## src/rtl/fetch_queue.sv

```systemverilog
// Fetch stage with a DEPTH-entry circular queue between imem and decode.
// Handles BTB prediction, EX redirects, imem stalls and decode back-pressure.
module fetch_queue #(
  parameter int          DEPTH      = 4,
  parameter logic [31:0] RESET_PC   = 32'h0001_0000,
  parameter logic [31:0] NOP_INSN   = 32'h0000_0013,
  parameter bit          PREDICT_EN = 1'b1
) (
  input  logic                     clk,
  input  logic                     rst,
  input  logic                     redirect_valid,
  input  logic [31:0]              redirect_pc,
  output logic [31:0]              lookup_pc,
  input  logic                     bp_is_branch,
  input  logic                     btb_hit,
  input  logic [31:0]              btb_pc,
  output logic [31:0]              iaddr,
  input  logic [31:0]              idata,
  input  logic                     imem_ready,
  output logic                     dec_valid,
  input  logic                     dec_ready,
  output logic [31:0]              dec_insn,
  output logic [31:0]              dec_pc,
  output logic [31:0]              dec_pcp4,
  output logic                     dec_pred_taken,
  output logic [4:0]               dec_rs1,
  output logic [4:0]               dec_rs2,
  output logic [$clog2(DEPTH):0]   q_count
);

  localparam int AW = $clog2(DEPTH);
  localparam logic [AW:0] FULL = (AW+1)'(DEPTH);

  logic [31:0]   pc_q   [DEPTH];
  logic [31:0]   insn_q [DEPTH];
  logic          pred_q [DEPTH];
  logic [AW-1:0] rd_ptr;
  logic [AW-1:0] wr_ptr;
  logic [AW:0]   count;

  logic        pred;
  logic        head_ok;
  logic        pop;
  logic        can_push;
  logic        push;
  logic [31:0] pc_next;

  assign pred     = PREDICT_EN & bp_is_branch & btb_hit;
  assign head_ok  = (count != '0) & ~redirect_valid;
  assign pop      = head_ok & dec_ready;
  assign can_push = (count < FULL) | pop;
  assign push     = imem_ready & can_push & ~redirect_valid;
  assign pc_next  = pred ? {btb_pc[31:2], 2'b00} : iaddr + 32'd4;

  // Target low bits are forced to zero, so these inputs bits are dropped.
  logic unused_lsbs;
  assign unused_lsbs = ^{redirect_pc[1:0], btb_pc[1:0]};

  always_ff @(posedge clk) begin
    if (rst) begin
      iaddr  <= RESET_PC;
      rd_ptr <= '0;
      wr_ptr <= '0;
      count  <= '0;
    end else if (redirect_valid) begin
      iaddr  <= {redirect_pc[31:2], 2'b00};
      rd_ptr <= '0;
      wr_ptr <= '0;
      count  <= '0;
    end else begin
      if (push) begin
        wr_ptr <= wr_ptr + AW'(1);
        iaddr  <= pc_next;
      end
      if (pop) rd_ptr <= rd_ptr + AW'(1);
      count <= count + (AW+1)'(push) - (AW+1)'(pop);
    end
  end

  always_ff @(posedge clk) begin
    if (!rst && push) begin
      pc_q[wr_ptr]   <= iaddr;
      insn_q[wr_ptr] <= idata;
      pred_q[wr_ptr] <= pred;
    end
  end

  assign lookup_pc      = iaddr;
  assign q_count        = count;
  assign dec_valid      = head_ok;
  assign dec_insn       = head_ok ? insn_q[rd_ptr] : NOP_INSN;
  assign dec_pc         = head_ok ? pc_q[rd_ptr] : 32'd0;
  assign dec_pcp4       = dec_pc + 32'd4;
  assign dec_pred_taken = head_ok & pred_q[rd_ptr];
  assign dec_rs1        = dec_insn[19:15];
  assign dec_rs2        = dec_insn[24:20];

endmodule

```

## config.mk

```make
export PLATFORM = sky130hd
export DESIGN_NAME = fetch_queue
export DESIGN_NICKNAME = d
export VERILOG_FILES = /design/src/rtl/fetch_queue.sv
export SDC_FILE = /design/constraint.sdc
export NUM_CORES = 1
export LEC_CHECK = 0
export BUFFER_PORTS_ARGS = -buffer_cell sky130_fd_sc_hd__buf_4
export CAP_MARGIN = 25
export CELL_PAD_IN_SITES_DETAIL_PLACEMENT = 2
export CELL_PAD_IN_SITES_GLOBAL_PLACEMENT = 2
export CORE_MARGIN = 5
export CORE_UTILIZATION = 38
export DETAILED_ROUTE_END_ITERATION = 8
export HOLD_SLACK_MARGIN = 0.1
export PLACE_DENSITY_LB_ADDON = 0.1
export SETUP_SLACK_MARGIN = 0.5
export SYNTH_ARGS = -nofsm -noshare
export SYNTH_HDL_FRONTEND = slang
export SYNTH_SLANG_ARGS = --single-unit
```

## constraint.sdc

```tcl
create_clock -name clk -period 3.6 [get_ports clk]
set_input_delay 0.18 -clock clk [delete_from_list [all_inputs] [get_ports clk]]
set_output_delay 0.18 -clock clk [all_outputs]
set_load 0.01 [all_outputs]
```

==> results of run 1 <==
-- cell families (layout without fill, tap and decap cells) --
| kind of cell | Yosys count | after routing |
|---|---|---|
| buffers and inverters | 125 | 477 |
| XOR/XNOR | 42 | 42 |
| flip-flops | 301 | 301 |
| AND/OR/NAND/NOR | 268 | 268 |
| AO/OA/AOI/OAI | 107 | 107 |
| multiplexers | 69 | 69 |
| adder cells (fa/ha/maj) | 9 | 9 |
-- power by group through the flow --
stage          combinational [uW]  clock, uW  sequential [uW]
2_1_floorplan                 278          0             3980
3_3_place_gp                  569          0             4000
3_5_place_dp                  582          0             4010
4_1_cts                       661       3540             3930
5_1_grt                       716       3740             3940
6_report                      664       3460             3930
-- how the worst max path moves through the flow --
stage | startpoint | to | slack [ps] | cells past startpoint
2_1_floorplan | q_count[2] | insn_q[1][0] | 710 | 4
3_3_place_gp | q_count[1] | dec_pcp4[16] | 590 | 8
3_5_place_dp | q_count[1] | dec_pcp4[16] | 590 | 8
4_1_cts | flip-flop | dec_pcp4[16] | 460 | 7
5_1_grt | flip-flop | dec_pcp4[16] | 440 | 9
6_report | flip-flop | dec_pcp4[16] | 570 | 9
-- flip-flops by register name, indices dropped and copies added, names as in the netlist, named ones only --
name	cells
pc_q	128
insn_q	128
q_count	3
wr_ptr	2
iaddr	32
pred_q	4
rd_ptr	2
-- area by class of cell --
type                    count  share of cell area [%]
well taps                 461                    3.22
clock inverters            20                    1.01
clock buffers              43                    5.30
inverters                  28                   0.587
flip-flops and latches    301                    48.3
multi-input cells         495                    23.6
repair buffers            386                    18.0
-- placed cells by master, fill, tap and decap left out, types with 7 or more instances in the layout --
cell type | Yosys | final
sky130_fd_sc_hd__clkbuf_16 | 0 | 37
sky130_fd_sc_hd__mux4_2 | 45 | 49
sky130_fd_sc_hd__xor2_1 | 19 | 18
sky130_fd_sc_hd__nand4_1 | 12 | 12
sky130_fd_sc_hd__buf_12 | 0 | 8
sky130_fd_sc_hd__o22ai_1 | 8 | 8
sky130_fd_sc_hd__nor3_1 | 9 | 7
sky130_fd_sc_hd__clkinv_1 | 1 | 8
sky130_fd_sc_hd__xnor2_1 | 23 | 22
sky130_fd_sc_hd__inv_1 | 27 | 26
sky130_fd_sc_hd__edfxtp_1 | 260 | 260
sky130_fd_sc_hd__o221ai_1 | 7 | 7
sky130_fd_sc_hd__buf_4 | 44 | 297
sky130_fd_sc_hd__and3_1 | 62 | 60
sky130_fd_sc_hd__o21ai_0 | 17 | 16
sky130_fd_sc_hd__nand3_1 | 27 | 27
sky130_fd_sc_hd__dlygate4sd3_1 | 0 | 78
sky130_fd_sc_hd__dfxtp_1 | 41 | 35
sky130_fd_sc_hd__nor2_1 | 58 | 57
sky130_fd_sc_hd__ha_1 | 8 | 7
sky130_fd_sc_hd__a21oi_1 | 45 | 45
sky130_fd_sc_hd__nand2_1 | 63 | 62
sky130_fd_sc_hd__mux4_1 | 20 | 16
-- metrics by stage --
| step | std cells | power (uW) |
|---|---|---|
| detailed placement | 1583 | 4590 |
| finish | 1734 | 8050 |
| global route | 1734 | 8400 |
| global placement | 1583 | 4570 |
| CTS | 1726 | 8140 |
| floorplan | 921 | 4260 |
-- worst max-delay path, stage by stage, from the launching register on --
cell	delay [ps]
sky130_fd_sc_hd__dfxtp_4	430
sky130_fd_sc_hd__buf_6	170
sky130_fd_sc_hd__mux4_1	610
sky130_fd_sc_hd__nand4_1	200
sky130_fd_sc_hd__nor4_4	60
sky130_fd_sc_hd__buf_6	130
sky130_fd_sc_hd__and3_1	210
sky130_fd_sc_hd__and3_1	200
sky130_fd_sc_hd__xor2_2	170
sky130_fd_sc_hd__buf_4	150
-- metal layers --
metal	routed length (um)	vias up	track usage, %
met5	0	-	0
met4	860	0	4.90
met3	2300	62	3.91
met2	21800	273	37.8
met1	18200	4774	27.7
li1	-	4160	-
-- what timing repair did --
item | CTS | global route
pin swaps | 1 | 4
endpoints found under the hold margin | 158 | 1
hold buffers | 77 | 1
gates cloned | 1 | 0
buffers inserted | 2 | 7
gates resized for setup | 12 | 25
setup endpoints to repair | 21 | 16
==> out/metrics.csv, run 1 <==
stage,metric,value,unit
finish,multiInputGateArea,4230,um2
die,start_util,38.2,%
global_routing,grt_util_all_layers,21.5,%
finish,filler_cell_count,3333,
yosys,synth.yosys.warnings,0,
worst_setup_path,reg2reg_depth,7,
worst_setup_path,worst_endpoint_required_time,3420,ps
drt,detail_route.drc_violations,0,
finish,antenna_cells,0,
power_and_ir_drop,netSwitchingFraction,22.1,%
place,numPortBuffers,273,
drt,overall_via_count_from_detail_route,9269,
clock_network,tritoncts,yes,
yosys,syn_area_per_cell,14.6,um2
worst_hold_path,worstHoldPathType,input port to flip-flop,
yosys,synth.yosys.seq_area_share,64.0,%
worst_setup_path,timing.reg2reg.setup_slack,700,ps
power_and_ir_drop,power.combinational.fraction,8.2,%
drt,detail_route.wirelength,43100,um
timing,worst_slew_margin_rel,39.4,%
yosys,syn_nets,1033,
die,row_count,69,
die,ioPinCount,278,
clock_network,worstSkewPairLatency,500,ps
drt,drt-vias-per-instance,5.35,
yosys,synth_fa_ha_area_share,0.891,%
place,gpl.final_weighted_congestion,0.770,
yosys,synth_enable_flop_cells,260,
power_and_ir_drop,p_seq_share,48.8,%
worst_setup_path,end_kind,output port,
yosys,synth_seq_cells,301,
yosys,netlist_top_cells_area,"sky130_fd_sc_hd__edfxtp_1, sky130_fd_sc_hd__mux4_2, sky130_fd_sc_hd__dfxtp_1",
timing,fmax,0.330,GHz
global_routing,residual_overflow_from_global_routing,0,
finish,post_route_cells_drive_above_1_share,34.6,%
place,cell_area_after_placement,15800,um2
yosys,mapped_cell_area,13500,um2
yosys,yosysTopAreaCell,sky130_fd_sc_hd__edfxtp_1,
yosys,synth_top_family_by_area,multiplexers,
worst_setup_path,crit_start_category,flip-flop,
clock_network,cts_buffer_depth,3,
timing,hold_slack,123,ps
timing,timing.final.hold_violations,0,
yosys,synthFlopType,sky130_fd_sc_hd__edfxtp_1,
clock_network,clkSlewWorstSetupHoldPaths,60,ps
clock_network,cts-buffers-inserted,35,
worst_setup_path,arrival,2850,ps
die,die_x,198,um
die,floorplan.core_area,35300,um2
worst_setup_path,critical_path.reg2reg.endpoint,iaddr[27],
yosys,synth_largest_type_area_fraction,57.9,%
drt,routedWlPerCell,24.9,um
global_routing,grt_antenna_before_repair,0,
worst_setup_path,path_class,flip-flop to output port,
worst_hold_path,min-delay-start,redirect_valid,
timing,finalMaxSlewViolations,0,
global_routing,grt_start_max_net_pins,66,
timing,max_slew.worst_pin.slew,908,ps
finish,area.sequential,8640,um2
timing,fin_crit_sh,84.2,%
timing,rsz_0062_raised_after_global_routing,yes,
drt,drt.antenna.violating_nets,0,
global_routing,first_pass_grt_wire_length,64400,um
yosys,synth-compound-area-share,4.98,%
worst_setup_path,crit_fanout,8,
yosys,post_synth_most_frequent_cells,"sky130_fd_sc_hd__edfxtp_1, sky130_fd_sc_hd__nand2_1, sky130_fd_sc_hd__and3_1",
die,die_area,39300,um2
clock_network,cts_root_buffer,sky130_fd_sc_hd__clkbuf_16,
global_routing,vias_in_the_first_global_route,10400,
power_and_ir_drop,power_per_cell_area,450,nW/um2
power_and_ir_drop,cellLeakagePower,0.00679,uW
power_and_ir_drop,netSwitchingPower,1780,uW
timing,post-route-worst-setup-slack,568,ps
drt,iter_0_drt_violations,446,
yosys,synth_xor_area_share,2.73,%
yosys,asyncSetResetFlopFracSynth,0,%
timing,setup-violations-final,0,
place,worst_slack_at_placement,594,ps
timing,finClkSkew,13.2,ps
timing,min_tclk_post_route,3030,ps
status,status,finished clean,
finish,net_count_reported_at_finish,1359,
clock_network,htree_num_levels,2,
worst_setup_path,worst_r2r_startpoint,iaddr[17],
drt,drt_pre_antenna_iters,5,
yosys,synth.most_common_cell,sky130_fd_sc_hd__edfxtp_1,
timing,timing.setup.tns,0,ps
place,place.detailed.hpwl,28200,um
finish,finish.utilization,50.7,%
die,die-height,198,um
finish,layout.cell_area.non_filler,17900,um2
worst_hold_path,hold_path_end,iaddr[10],
clock_network,cts_sinks,301,
power_and_ir_drop,power.clock.fraction,42.9,%
yosys,yosys.cell_types.count,58,
power_and_ir_drop,ir_drop_worst_vdd,0.275,mV
finish,areaGrowthSynthToFinish,32.9,%
run,cap_viol_max_count,0,
yosys,syn-instance-count,921,
yosys,mux_contribution_to_synthesized_area,11.7,%
yosys,synth_simple_gate_area_share,10.4,%
worst_hold_path,min_path_cells,3,
power_and_ir_drop,p_int,6270,uW
Note: power is estimated with default switching activity, not from simulation.
==> inputs of run 2 (changes only) <==
==> constraint.sdc (replaced) <==
create_clock -name clk -period 3.2 [get_ports clk]
set_input_delay 0.16 -clock clk [delete_from_list [all_inputs] [get_ports clk]]
set_output_delay 0.16 -clock clk [all_outputs]
set_load 0.01 [all_outputs]
==> out/metrics.csv, run 2 (synthesized netlist as in run 1, its figures left out) <==
stage,metric,value,unit
status,status,finished clean,
power_and_ir_drop,power_per_cell_area,491,nW/um2
clock_network,clkSlewWorstSetupHoldPaths,60,ps
power_and_ir_drop,cellLeakagePower,0.00710,uW
drt,drt-vias-per-instance,5.37,
global_routing,grt_antenna_before_repair,0,
finish,antenna_cells,0,
worst_setup_path,worst_r2r_startpoint,iaddr[4],
worst_setup_path,critical_path.top_delay_family,simple AND/OR/NAND/NOR gates,
timing,max_slew.worst_pin.slew,772,ps
timing,fmax,0.329,GHz
drt,drt.antenna.violating_nets,0,
finish,filler_cell_count,3307,
die,row_count,69,
global_routing,grt.met3_usage,4.19,%
worst_hold_path,worstHoldPathType,input port to flip-flop,
worst_setup_path,path_class,flip-flop to output port,
drt,routedWlPerCell,26.0,um
die,die-height,198,um
worst_hold_path,hold_path_end,iaddr[25],
global_routing,grt_util_all_layers,23.1,%
worst_setup_path,arrival,2880,ps
worst_setup_path,crit_buf_inv,3,
finish,final_cell_mix,"sky130_fd_sc_hd__buf_4, sky130_fd_sc_hd__edfxtp_1, sky130_fd_sc_hd__dlygate4sd3_1",
finish,mostFrequentLayoutCell,sky130_fd_sc_hd__buf_4,
global_routing,vias_in_the_first_global_route,10700,
worst_setup_path,critical_path.reg2reg.endpoint,iaddr[15],
clock_network,cts_sinks,301,
global_routing,residual_overflow_from_global_routing,0,
timing,rsz_0062_raised_after_global_routing,yes,
drt,detail_route.wirelength,46400,um
finish,layout_top_registers,"insn_q: 128 flops, pc_q: 128 flops, iaddr: 32 flops",
clock_network,worstSkewPairLatency,520,ps
clock_network,cts_buffer_depth,3,
clock_network,htree_num_levels,2,
finish,net_count_reported_at_finish,1408,
global_routing,grt_start_max_net_pins,44,
worst_setup_path,worst_endpoint_required_time,3040,ps
timing,worst_slew_margin_rel,48.3,%
timing,hold_slack,124,ps
timing,timing.setup.tns,0,ps
global_routing,grt-busiest-layer,met2,
worst_setup_path,crit_start_category,flip-flop,
finish,multiInputGateArea,4390,um2
place,worst_slack_at_placement,424,ps
worst_setup_path,cpPeakStageDelay,400,ps
die,floorplan.core_area,35300,um2
worst_setup_path,critical_path.cell_chain,buf_12 -> mux4_1 -> nand4_1 -> nor4_4 -> buf_6 -> nand3_1 -> or3_1 -> a21oi_1 -> buf_4,
power_and_ir_drop,ir_drop_worst_vdd,0.352,mV
worst_setup_path,crit_fanout,8,
power_and_ir_drop,power.combinational.fraction,8.9,%
power_and_ir_drop,netSwitchingPower,2090,uW
clock_network,cts-buffers-inserted,36,
global_routing,use_met1,30.3,%
power_and_ir_drop,netSwitchingFraction,22.9,%
global_routing,grt_util_met2,40.6,%
drt,detail_route.drc_violations,0,
timing,min_tclk_post_route,3040,ps
place,numPortBuffers,273,
worst_hold_path,min-delay-start,rst,
die,ioPinCount,278,
worst_setup_path,reg2reg_depth,6,
place,gpl.final_weighted_congestion,0.757,
timing,finClkSkew,15.8,ps
worst_hold_path,min_path_cells,2,
finish,areaGrowthSynthToFinish,38.1,%
power_and_ir_drop,power.clock.fraction,42.8,%
drt,iter_0_drt_violations,482,
die,start_util,38.2,%
clock_network,cts_root_buffer,sky130_fd_sc_hd__clkbuf_16,
power_and_ir_drop,p_int,7050,uW
die,die_x,198,um
worst_setup_path,timing.reg2reg.setup_slack,660,ps
drt,drt_pre_antenna_iters,5,
timing,fin_crit_sh,95.0,%
worst_setup_path,end_kind,output port,
run,cap_viol_max_count,0,
timing,timing.final.hold_violations,0,
drt,overall_via_count_from_detail_route,9587,
die,die_area,39300,um2
finish,area.sequential,8640,um2
timing,finalMaxSlewViolations,0,
power_and_ir_drop,p_seq_share,48.4,%
worst_setup_path,critical_path.slowest_cell,sky130_fd_sc_hd__dfxtp_4,
place,place.detailed.hpwl,28900,um
finish,post_route_cells_drive_above_1_share,38.4,%
clock_network,tritoncts,yes,
finish,finish.utilization,52.7,%
timing,setup-violations-final,0,
global_routing,first_pass_grt_wire_length,68600,um
timing,post-route-worst-setup-slack,159,ps
-- run 2: repair_timing --
action                                  4_1_cts  5_1_grt
pin swaps                                    10       18
cloned                                        4        0
hold buffers                                 89        0
endpoints found under the setup margin       77       42
buffers inserted                             14       16
hold endpoints to repair                    158        0
gates resized for setup                      44       41
-- run 2: how the worst max path moves through the flow --
stage                from           end  slack [ps]  depth (start not counted)
5_1_grt         flip-flop  dec_pcp4[21]          60                          9
3_3_place_gp    flip-flop  dec_pcp4[31]         490                          9
4_1_cts         flip-flop  dec_pcp4[16]         150                          8
6_report        flip-flop  dec_pcp4[21]         160                          9
3_5_place_dp    flip-flop  dec_pcp4[31]         420                          9
2_1_floorplan  q_count[1]  dec_pcp4[12]         510                         10
-- run 2: power by group through the flow --
stage                     logic [uW]  clock network, uW  registers, uW
after global placement           656                  0           4490
after CTS                        793               3990           4420
after detailed placement         678                  0           4500
after global routing             864               4220           4430
final                            809               3910           4420
after floorplan                  313                  0           4480
-- run 2: stage by stage --
| stage | cell area, um2 | std cells | power [uW] |
|---|---|---|---|
| 2_1_floorplan | 13500 | 921 | 4790 |
| 3_3_place_gp | 15900 | 1595 | 5150 |
| 3_5_place_dp | 15900 | 1596 | 5180 |
| 4_1_cts | 18400 | 1769 | 9210 |
| 5_1_grt | 18600 | 1785 | 9520 |
| 6_report | 18600 | 1785 | 9140 |
-- run 2: metal layers --
layer / vias to the layer above / routed length [um]
li1: 4259 / -
met1: 4994 / 19600
met2: 291 / 23700
met3: 43 / 2540
met4: 0 / 615
met5: - / 0
-- run 2: cell type report --
| type | instances | share of cell area [%] |
|---|---|---|
| flip-flops and latches | 301 | 46.4 |
| well taps | 461 | 3.10 |
| inverters | 28 | 0.565 |
| repair buffers | 434 | 20.3 |
| clock buffers | 47 | 5.23 |
| multi-input cells | 495 | 23.6 |
| clock inverters | 19 | 0.793 |
-- run 2: worst register-to-register path: stages (launching register included) --
cell and delay [ps]:
sky130_fd_sc_hd__dfxtp_2 500, sky130_fd_sc_hd__and4_2 360, sky130_fd_sc_hd__nand4_1 280, sky130_fd_sc_hd__o21ai_0 290, sky130_fd_sc_hd__a21oi_1 120, sky130_fd_sc_hd__o32ai_1 340, sky130_fd_sc_hd__dlygate4sd3_1 590
